File: src/rtl/logic_op_arbiter.sv
// Round-robin arbiter sharing one bitwise logic unit among NREQ requesters.
// Accepts one request at a time and returns a tagged, registered result.
module logic_op_arbiter #(
  parameter int WIDTH = 8,
  parameter int NREQ  = 4,
  parameter int IDW   = 2,
  parameter int CNTW  = 16
) (
  input  logic                  clk,
  input  logic                  rst,
  input  logic [NREQ-1:0]       req_valid,
  input  logic [NREQ*WIDTH-1:0] req_a,
  input  logic [NREQ*WIDTH-1:0] req_b,
  input  logic [NREQ*3-1:0]     req_op,
  output logic [NREQ-1:0]       req_ready,
  output logic                  resp_valid,
  input  logic                  resp_ready,
  output logic [WIDTH-1:0]      resp_data,
  output logic [IDW-1:0]        resp_id,
  output logic                  resp_err,
  output logic                  busy,
  output logic [CNTW-1:0]       op_count
);

  typedef enum logic [1:0] {IDLE, EXEC, RESP} state_t;

  state_t           state, state_nxt;
  logic [IDW-1:0]   last, grant, grant_hi, grant_lo, g_p0;
  logic             found_hi, found_lo, any_req;
  logic [WIDTH-1:0] sel_a, sel_b, a_p0, b_p0;
  logic [2:0]       sel_op, op_p0;
  logic [WIDTH:0]   res_p0;

  // MSB carries the illegal-opcode flag.
  function automatic logic [WIDTH:0] logic_op(input logic [2:0] op,
                                              input logic [WIDTH-1:0] a,
                                              input logic [WIDTH-1:0] b);
    case (op)
      3'd0:    return {1'b0, a & b};
      3'd1:    return {1'b0, a | b};
      3'd2:    return {1'b0, ~a};
      3'd3:    return {1'b0, ~(a & b)};
      3'd4:    return {1'b0, ~(a | b)};
      3'd5:    return {1'b0, a ^ b};
      3'd6:    return {1'b0, ~(a ^ b)};
      default: return {1'b1, {WIDTH{1'b0}}};
    endcase
  endfunction

  function automatic logic [CNTW-1:0] sat_inc(input logic [CNTW-1:0] c);
    return (&c) ? c : c + 1'b1;
  endfunction

  // Round-robin pick: first requester above last wins, else lowest index.
  always_comb begin
    found_hi = 1'b0;
    found_lo = 1'b0;
    grant_hi = '0;
    grant_lo = '0;
    for (int i = 0; i < NREQ; i++) begin
      if (req_valid[i] && !found_lo) begin
        found_lo = 1'b1;
        grant_lo = IDW'(i);
      end
      if (req_valid[i] && (i > int'(last)) && !found_hi) begin
        found_hi = 1'b1;
        grant_hi = IDW'(i);
      end
    end
    grant   = found_hi ? grant_hi : grant_lo;
    any_req = |req_valid;
  end

  always_comb begin
    sel_a  = '0;
    sel_b  = '0;
    sel_op = '0;
    for (int i = 0; i < NREQ; i++) begin
      if (IDW'(i) == grant) begin
        sel_a  = req_a[i*WIDTH +: WIDTH];
        sel_b  = req_b[i*WIDTH +: WIDTH];
        sel_op = req_op[i*3 +: 3];
      end
    end
  end

  always_comb begin
    state_nxt = state;
    req_ready = '0;
    case (state)
      IDLE: begin
        if (any_req) begin
          for (int i = 0; i < NREQ; i++) req_ready[i] = (IDW'(i) == grant);
          state_nxt = EXEC;
        end
      end
      EXEC:    state_nxt = RESP;
      RESP:    if (resp_ready) state_nxt = IDLE;
      default: state_nxt = IDLE;
    endcase
  end

  assign busy   = (state != IDLE);
  assign res_p0 = logic_op(op_p0, a_p0, b_p0);

  // p0: operand capture at acceptance; held until the next grant
  always_ff @(posedge clk) begin
    if (state == IDLE && any_req) begin
      a_p0  <= sel_a;
      b_p0  <= sel_b;
      op_p0 <= sel_op;
    end
  end

  // p1: result/response registers and arbitration control
  always_ff @(posedge clk or posedge rst) begin
    if (rst) begin
      state      <= IDLE;
      last       <= IDW'(NREQ - 1);
      g_p0       <= '0;
      resp_valid <= 1'b0;
      resp_data  <= '0;
      resp_id    <= '0;
      resp_err   <= 1'b0;
      op_count   <= '0;
    end else begin
      state <= state_nxt;
      case (state)
        IDLE: if (any_req) g_p0 <= grant;
        EXEC: begin
          resp_data  <= res_p0[WIDTH-1:0];
          resp_err   <= res_p0[WIDTH];
          resp_id    <= g_p0;
          resp_valid <= 1'b1;
        end
        RESP: begin
          if (resp_ready) begin
            resp_valid <= 1'b0;
            last       <= g_p0;
            op_count   <= sat_inc(op_count);
          end
        end
        default: ;
      endcase
    end
  end

endmodule

File: config.mk
export PLATFORM = sky130hd
export DESIGN_NAME = logic_op_arbiter
export DESIGN_NICKNAME = d
export VERILOG_FILES = /design/src/rtl/logic_op_arbiter.sv
export SDC_FILE = /design/constraint.sdc
export NUM_CORES = 1
export LEC_CHECK = 0
export CAP_MARGIN = 20
export CORE_MARGIN = 5
export CORE_UTILIZATION = 51
export DETAILED_ROUTE_END_ITERATION = 8
export PLACE_DENSITY = 0.87
export SETUP_SLACK_MARGIN = 0.15
export SLEW_MARGIN = 5
export SYNTH_ARGS = -nofsm -noshare
export SYNTH_HDL_FRONTEND = slang
export SYNTH_SLANG_ARGS = --single-unit
export TNS_END_PERCENT = 10
File: constraint.sdc
create_clock -name clk -period 6.3 [get_ports clk]
set_input_delay 1.26 -clock clk [delete_from_list [all_inputs] [get_ports clk]]
set_output_delay 1.26 -clock clk [all_outputs]
set_load 0.01 [all_outputs]
==> metrics.txt, run 1 <==
fin cells=about 580; max incr delay on CP=0.54 ns; Synth async-reset ratio=~64%; area leader, netlist=dfrtp_1; CP Max Fanout=20; largest net degree at the start of global routing=39; Tot GR Track Use=21.2%; # port buffers=115; RSZ-0062 raised after global routing=no; Initial Util=51.6%; Hold Startpoint=op_count[15]$_DFFE_PP0P_; maximum vdd ir drop=a little under 300 µV; worst slew pin tran=1.03 ns; worst skew pair latency=0.31 ns; total iterations of the first detailed-routing run=5; Synth cell types=41; DR iter-0 viols=144; clk sinks=53; row cnt=31; final setup skew=a little over 0.008 ns; TritonCTS Buffers=5; Cell Int Power=1.21 mW; Post-route DRC=0; routability congestion estimate=between 0.9 and 1; Nets=582; Final TNS setup=0 ns; total net switching power=0.799 mW; pwr/cell area=401 nW/µm²; Hold Path Stages=1; top post-synthesis cells by count=nor2_1, nand2_1, dfrtp_1; initial antenna violation count=0; sequential share of the synthesized area=38.6%; fin worst setup slack=roughly 1.6 ns; most frequent cell after synthesis=nor2_1; final worst path period share=74.3%; Area Overhead vs Synth=35.7%; hold path endpoint=op_count[15]$_DFFE_PP0P_; vias in the first global route=3,227; status=complete, no violations; crit-path leading delay family=buffers and inverters; CP bufs+invs=2; CP arrival=3.42 ns; max_cap viols=0; Post-CTS Setup Bufs=0; Slew HR=31.2%; slowest CP cell=or3_4; Final setup viols=0; Avg Vias per Cell=5.44; syn_area_per_cell=9.73 µm²; overflow left after global routing=0; Die ar.=between 9000 and 10,000 µm²; WL/cell=15.6 µm; Die Width=95.0 µm; core area=7140 µm²; CTS Buffer Depth=2; Critical Path Source Type=input port; WS Path Type=input port to output pin; Synth top area share=21.7%; FF+latch count, synth=53; Logic pwr share=roughly 54%; sw frac=39.8%; Crit. End Element=output pin; r2r startpoint=last[0]$_DFFE_PP1P_; Routed Antenna Nets=0; final core occ=70.1%; YS warnings=0; Die Y=between 90 and 100 µm; R2R Path End=a_p0[6]$_DFFE_PP_; Post-synth EDFFs=19; synthesized area=3690 µm²; register area=1420 µm²; hold buffer count at CTS=0; I/O pin count=116; Post-Place Setup Slack=1.63 ns; P_leak=2.12 nW; HP Class=flop to flop; Power Total=2.01 mW; Seq pwr share=35.1%; Worst-path clk slew=0.10 ns; Routed WL=9070 µm; main flop type after synthesis=dfrtp_1; r2r setup slk=3.76 ns; via count=3,166; CP dominant cell by count=clkdlybuf4s50_1; hpwl dp=7240 µm; Post-Syn Instances=around 380; Hold Vio Cnt, Final=0; Slew Limit Fails=0; fill cell count=533; CP Cell Sequence=clkdlybuf4s50_1 -> nor2b_4 -> o21a_1 -> or3_4 -> and3_1 -> clkdlybuf4s50_1; dpl cells=574; Max Clk Rate=~210 MHz; share of layout cells above drive strength 1=12.6%; Synth area leaders=dfrtp_1, edfxtp_1, mux2_4, o2bb2ai_2, ha_1; PostCTS Resize Cnt=0; Req. time, crit path=between 5 and 6 ns; first-pass GRT wire length=about 15,000 µm; CTS tree=done; root buffer cell=clkbuf_8; r2r worst-path depth=5; H-Tree Depth=2; Diodes inserted=0; min Tclk post-route=4.68 ns; Syn Nets=479; clock share of power=11.2%; area occupied by multi-input gates=2080 µm²
[power groups by stage]
stage               Sequential [mW]  Clock, mW  Combinational [mW]
finish                        0.705      0.224                1.08
global route                  0.728      0.244                1.20
CTS                           0.702      0.230                1.09
detailed placement            0.709          0                1.08
global placement              0.696          0                1.02
floorplan                     0.636          0               0.811
[cell type report]
type	count	area share, %
sequential	53	28.5
clock inverter	2	0.400
inverter	24	1.80
timing repair buffer	118	23.5
tap	99	2.48
multi-input combinational	280	41.5
clock buffer	6	1.88
[metrics by stage]
step,instance area [µm²],hold WS [ns]
CTS,5000,0.511
floorplan,3690,0.459
detailed placement,4890,0.489
global route,5000,0.523
finish,5000,0.512
global placement,4890,0.489
[placed cells by master, fill, tap and decap left out, types with 6 or more instances in the layout]
cell,netlist,layout
a21oi_1,9,8
a22o_1,8,8
a31oi_1,6,6
clkdlybuf4s50_1,0,115
dfrtp_1,32,32
edfxtp_1,19,19
ha_1,17,17
inv_1,24,24
mux2_4,18,18
mux2i_1,10,10
nand2_1,35,35
nand2b_1,14,14
nor2_1,52,52
o211ai_1,7,7
o21ai_0,24,24
o2bb2ai_2,18,18
xnor2_1,7,7
[cell families (layout without fill, tap and decap cells)]
logic type	after synthesis	in the layout	synth area share, %
buffers and inverters	46	150	5.26
adders and majority gates	17	17	5.77
xor gates and xnor gates	12	12	2.85
DFF	53	53	38.6
AOI/OAI and AO/OA	87	87	19.3
muxes	33	33	11.6
and+or+nand+nor	131	131	16.6
[metal layers]
metal	track usage (%)	vias to the layer above	wire [µm]
met5	0	-	0
met4	8.53	0	223
met3	6.08	20	768
met2	34.0	138	4290
met1	26.9	1466	3780
li1	-	1542	-
[state kept, by name, summed over array words and instances, names as in the netlist]
signal and flops:
a_p0 8, b_p0 8, g_p0 2, last 2, op_count 16, op_p0 3
resp_data 8, resp_err 1, resp_id 2, resp_valid 1, state 2
[worst max path at each step]
stage                              end  cells after the start          from
after detailed placement  req_ready[1]                      6  req_valid[3]
after global placement    req_ready[1]                      6  req_valid[3]
after global routing      req_ready[2]                      5  req_valid[1]
after CTS                 req_ready[1]                      6  req_valid[3]
after floorplan           req_ready[0]                      4  req_valid[2]
final                     req_ready[1]                      6  req_valid[3]
Note: power is estimated with default switching activity, not from simulation.
==> run 2: changes to the inputs <==
- CORE_UTILIZATION: 51 -> 43
- PLACE_DENSITY: 0.87 -> 0.78
- clock period: 6.3 -> 4.2 ns (I/O delays scaled with it)
==> run 2 against run 1 <==
Net effect:
- die area grew 17%
- sequential power up 49%
- clock skew up 0.0094 ns
- routed wire length shrank 2.3%
- critical path depth is the same
- sequential cell count did not move
- non-clock buffer count up 3
- count of clock-buffer cells in the layout is 1 higher
- largest cell class unchanged
- largest power group unchanged
==> metrics.txt, run 2 (synthesis gave the netlist of run 1 again) <==
PostCTS Resize Cnt=0 (unchanged); hold path endpoint=resp_valid$_DFFE_PP0P_; fin worst setup slack=0.548 ns (-1.07 ns); max_cap viols=0 (unchanged); H-Tree Depth=2 (unchanged); root buffer cell=clkbuf_8; R2R Path End=a_p0[2]$_DFFE_PP_; pwr/cell area=600 nW/µm² (+49%); slowest CP cell=clkdlybuf4s50_1; TritonCTS Buffers=5 (unchanged); HP Class=flop to flop; total iterations of the first detailed-routing run=4 (-1); routability congestion estimate=0.847 (-10%); r2r startpoint=last[0]$_DFFE_PP1P_; dpl cells=583 (+1.6%); core area=8300 µm² (+16%); row cnt=33 (+6.5%); Die Width=103 µm (+8.0%); Max Clk Rate=274 MHz; WS Path Type=input port to output pin; vias in the first global route=3,166 (-1.9%); maximum vdd ir drop=322 µV (+11%); Die ar.=10,500 µm² (+17%); Routed Antenna Nets=0 (unchanged); Area Overhead vs Synth=36.7%; worst slew pin tran=1.00 ns (-0.0299 ns); r2r setup slk=1.99 ns (-1.77 ns); Initial Util=44.4% (-7.2 points); commonest non-fill, non-tap cells in the layout=clkdlybuf4s50_1, nor2_1, nand2_1, dfrtp_1; hpwl dp=7080 µm (-2.1%); CP dominant cell by count=clkdlybuf4s50_1; CP Max Fanout=7 (-65%); most common cell after layout, fill and taps aside=clkdlybuf4s50_1; max incr delay on CP=0.51 ns (-0.03 ns); overflow left after global routing=0 (unchanged); final core occ=60.7% (-9.4 points); Hold Path Stages=2 (+1); Req. time, crit path=3.36 ns (-1.68 ns); largest reg by FF count=op_count; CP Cell Sequence=clkdlybuf4s50_1 -> nor2b_4 -> o21a_1 -> or3_4 -> and3_1 -> clkdlybuf4s50_1; first-pass GRT wire length=14,900 µm (-0.50%); I/O pin count=116 (unchanged); status=complete, no violations; fin cells=591 (+1.5%); Final TNS setup=0 ns (unchanged); initial antenna violation count=0 (unchanged); Hold Vio Cnt, Final=0 (unchanged); CTS tree=done; r2r worst-path depth=6 (+1); Post-Place Setup Slack=0.559 ns (-1.07 ns); Post-DP Area=4920 µm² (+0.61%); Crit. End Element=output pin; Tot GR Track Use=17.6% (-3.5 points); final worst path period share=between 80% and 90%; CP arrival=2.81 ns (-0.61 ns); DR iter-0 viols=126 (-13%); Critical Path Source Type=input port; Diodes inserted=0 (unchanged); final setup skew=0.0177 ns (+0.00941 ns); P_leak=2.13 nW (+0.83%); Post-route DRC=0 (unchanged); # port buffers=115 (unchanged); worst skew pair latency=0.31 ns (about the same); Final setup viols=0 (unchanged); Die Y=103 µm (+8.0%); Post-CTS Setup Bufs=0 (unchanged); largest net degree at the start of global routing=39 (unchanged); share of layout cells above drive strength 1=13.2% (+0.54 points); Routed WL=8850 µm (-2.3%); Worst-path clk slew=0.11 ns (about the same); hold buffer count at CTS=0 (unchanged); min Tclk post-route=3.65 ns; Nets=585 (+0.52%); max reg flops=16 (unchanged); Avg Vias per Cell=5.31 (-2.4%); via count=3,139 (-0.85%); Hold Startpoint=resp_valid$_DFFE_PP0P_; clk sinks=53 (unchanged); WL/cell=15.0 µm (-3.8%); Slew HR=33.2% (+2.0 points); RSZ-0062 raised after global routing=no; CTS Buffer Depth=2 (unchanged); Slew Limit Fails=0 (unchanged); fin area=5040 µm² (+0.70%)
run 2: cell count changes in the layout (fill, tap and decap cells not counted), sizes merged:
cell / delta
buf: +3
clkbuf: +1
clkinv: -1
run 2: stage by stage:
step	hold slack, ns	power (mW)
6_report	0.487	3.02
3_5_place_dp	0.463	2.69
5_1_grt	0.527	3.29
4_1_cts	0.490	3.05
3_3_place_gp	0.467	2.62
2_1_floorplan	0.459	2.17
run 2: power by group:
group          switching, mW  internal, mW  leakage [nW]  total, mW
Combinational          0.760         0.860          1.47       1.62
Clock                  0.176         0.174        0.0615      0.350
Sequential             0.250         0.801         0.604       1.05
Total                   1.19          1.84          2.13       3.02
run 2: how the worst max path moves through the flow:
stage                             from  cells past startpoint  slack, ns      endpoint
final                     req_valid[3]                      6       0.55  req_ready[1]
after global routing      req_valid[3]                      7       0.41  req_ready[0]
after CTS                 req_valid[3]                      6       0.55  req_ready[1]
after detailed placement  req_valid[3]                      6       0.56  req_ready[1]
after global placement    req_valid[3]                      6       0.61  req_ready[1]
after floorplan           req_valid[2]                      4       0.89  req_ready[0]
run 2: metal layers:
layer / vias to the layer above / GRT usage [%] / share of wire [%]
li1: 1543 / - / -
met1: 1480 / 21.6 / 43
met2: 106 / 30.0 / 48
met3: 10 / 5.21 / 8.0
met4: 0 / 5.25 / 1.3
met5: - / 0 / 0
run 2: final cells by class:
cell class | instances | area, µm²
clock buffer | 7 | 108
clock inverter | 1 | 11.3
fill | 688 | 3260
inverter | 24 | 90.1
multi-input combinational | 280 | 2080
sequential | 53 | 1420
tap | 105 | 131
timing repair buffer | 121 | 1200
run 2: worst max-delay path, delay by kind of cell:
| family | cells | cell delay (ns) |
|---|---|---|
| simple gates | 3 | 0.76 |
| compound gates | 1 | 0.21 |
| buf+inv | 2 | 1.01 |
==> run 3: changes to the inputs <==
- CORE_MARGIN: 5 -> 10
==> run 3 against run 2 <==
Net effect:
- maximum frequency grew 0.59%
- total power shrank 1.8%
- register-to-register slack gained 0.04 ns
- hold slack gained 0.012 ns
- largest cell class unchanged
- cell count is the same
- first-iteration DRC count shrank 2.4%
- critical path depth is the same
- sequential share of layout area grew 0.18 points
- final area shrank 0.65%
- core utilization shrank 0.39 points
- routed wire length grew 6.9%
- largest power group unchanged
- die area grew 20%
==> metrics.txt, run 3 (synthesis gave the netlist of run 1 again) <==
largest net degree at the start of global routing=39 (unchanged); final worst path period share=86.4% (-0.51 points); Nets=585 (unchanged); status=complete, no violations; share of layout cells above drive strength 1=13.0% (-0.21 points); clk sinks=53 (unchanged); I/O pin count=116 (unchanged); most common cell after layout, fill and taps aside=clkdlybuf4s50_1; Die Y=113 µm (+9.7%); CP Cell Sequence=clkdlybuf4s50_1 -> nor2b_4 -> o21a_1 -> or3_4 -> and3_1 -> clkdlybuf4s50_1; Slew HR=32.7% (-0.46 points); Routed WL=9470 µm (+6.9%); Area Overhead vs Synth=35.8%; PostCTS Resize Cnt=0 (unchanged); hpwl dp=7670 µm (+8.3%); WL/cell=16.0 µm (+6.9%); Tot GR Track Use=14.5% (-3.1 points); final setup skew=0.00761 ns (-0.0101 ns); Final setup viols=0 (unchanged); Die ar.=12,700 µm² (+20%); slowest CP cell=clkdlybuf4s50_1; Avg Vias per Cell=5.25 (-1.1%); Hold Vio Cnt, Final=0 (unchanged); worst slew pin tran=1.01 ns (+0.00695 ns); Critical Path Source Type=input port; initial antenna violation count=0 (unchanged); DR iter-0 viols=123 (-2.4%); Post-Place Setup Slack=0.574 ns (+0.0152 ns); TritonCTS Buffers=5 (unchanged); CP Max Fanout=7 (unchanged); worst skew pair latency=0.31 ns (about the same); Slew Limit Fails=0 (unchanged); first-pass GRT wire length=15,700 µm (+5.2%); maximum vdd ir drop=439 µV (+36%); fill cell count=685 (-0.44%); row cnt=33 (unchanged); fin area=5010 µm² (-0.65%); Post-CTS Setup Bufs=0 (unchanged); Initial Util=44.4% (unchanged); overflow left after global routing=0 (unchanged); Post-route DRC=0 (unchanged); Cell Int Power=1.78 mW (-2.9%); min Tclk post-route=3.63 ns (-0.0216 ns); r2r setup slk=2.03 ns (+0.04 ns); via count=3,104 (-1.1%); total iterations of the first detailed-routing run=6 (+2); clock share of power=9.8% (-1.8 points); fin worst setup slack=0.570 ns (+0.0216 ns); sw frac=40.0% (+0.72 points); Seq pwr share=35.4% (+0.6 points); Post-DP Area=4920 µm² (unchanged); Logic pwr share=54.8% (+1.2 points); H-Tree Depth=2 (unchanged); routability congestion estimate=0.857 (+1.2%); max incr delay on CP=0.51 ns (about the same); WS Path Type=input port to output pin; worst hold slack=0.498 ns (+0.0119 ns); Max Clk Rate=275 MHz (+0.59%); Routed Antenna Nets=0 (unchanged); vias in the first global route=3,217 (+1.6%); CTS Buffer Depth=2 (unchanged); CP arrival=2.79 ns (-0.02 ns); Final TNS setup=0 ns (unchanged); P_leak=2.12 nW (-0.75%); max reg flops=16 (unchanged); Worst-path clk slew=0.10 ns (about the same); Req. time, crit path=3.36 ns (about the same); core area=8300 µm² (unchanged); total net switching power=1.19 mW (about the same); Crit. End Element=output pin; RSZ-0062 raised after global routing=no; commonest non-fill, non-tap cells in the layout=clkdlybuf4s50_1, nor2_1, nand2_1, dfrtp_1; largest reg by FF count=op_count; Diodes inserted=0 (unchanged); # port buffers=115 (unchanged); Die Width=113 µm (+9.7%); root buffer cell=clkbuf_8; hold buffer count at CTS=0 (unchanged); final core occ=60.3% (-0.39 points); max_cap viols=0 (unchanged); CP dominant cell by count=clkdlybuf4s50_1; CTS tree=done; pwr/cell area=593 nW/µm² (-1.1%); HP Class=flop to flop
-- run 3: changes by cell type in the layout (fill, tap and decap cells not counted) --
cell	change
inv_8	-1
inv_6	+1
clkbuf_1	+1
clkinv_2	+1
clkbuf_8	-1
clkbuf_16	-1
-- run 3: worst paths after layout --
check / start / depth (start not counted) / to
worst min register to register: resp_valid$_DFFE_PP0P_ / 2 / resp_valid$_DFFE_PP0P_
worst min-delay path: resp_valid$_DFFE_PP0P_ / 2 / resp_valid$_DFFE_PP0P_
worst max register to register: last[0]$_DFFE_PP1P_ / 6 / a_p0[6]$_DFFE_PP_
worst max-delay path: req_valid[3] / 6 / req_ready[1]
max in group asynchronous: rst / 3 / last[1]$_DFFE_PP1P_
min in group asynchronous: rst / 2 / op_count[15]$_DFFE_PP0P_
-- run 3: metal layers --
metal	vias up	global-route usage (%)	share of wire, %
li1	1544	-	-
met1	1444	16.8	43
met2	110	23.4	45
met3	6	6.76	11
met4	0	4.15	0.85
met5	-	0	0
-- run 3: worst max-delay path, delay by kind of cell --
family | cells | cell delay (ns)
buffers and inverters | 2 | 1.00
AO/OA/AOI/OAI | 1 | 0.20
AND/OR/NAND/NOR | 3 | 0.76
-- run 3: power groups by stage --
stage | logic [mW] | registers, mW | clock network, mW
global route | 1.81 | 1.10 | 0.312
global placement | 1.58 | 1.05 | 0
finish | 1.63 | 1.05 | 0.290
CTS | 1.65 | 1.05 | 0.294
detailed placement | 1.64 | 1.06 | 0
floorplan | 1.22 | 0.954 | 0
-- run 3: area by class of cell --
cell class	instances	area [µm²]	share of cell area, %
clock inverter	2	13.8	0.275
timing repair buffer	121	1200	23.9
sequential	53	1420	28.4
clock buffer	6	72.6	1.45
multi-input combinational	280	2080	41.5
inverter	24	90.1	1.80
tap	105	131	2.62
-- run 3: stage by stage --
stage	instances	total power, mW
global placement	583	2.62
CTS	591	2.99
detailed placement	583	2.70
global route	591	3.22
floorplan	379	2.17
finish	591	2.97
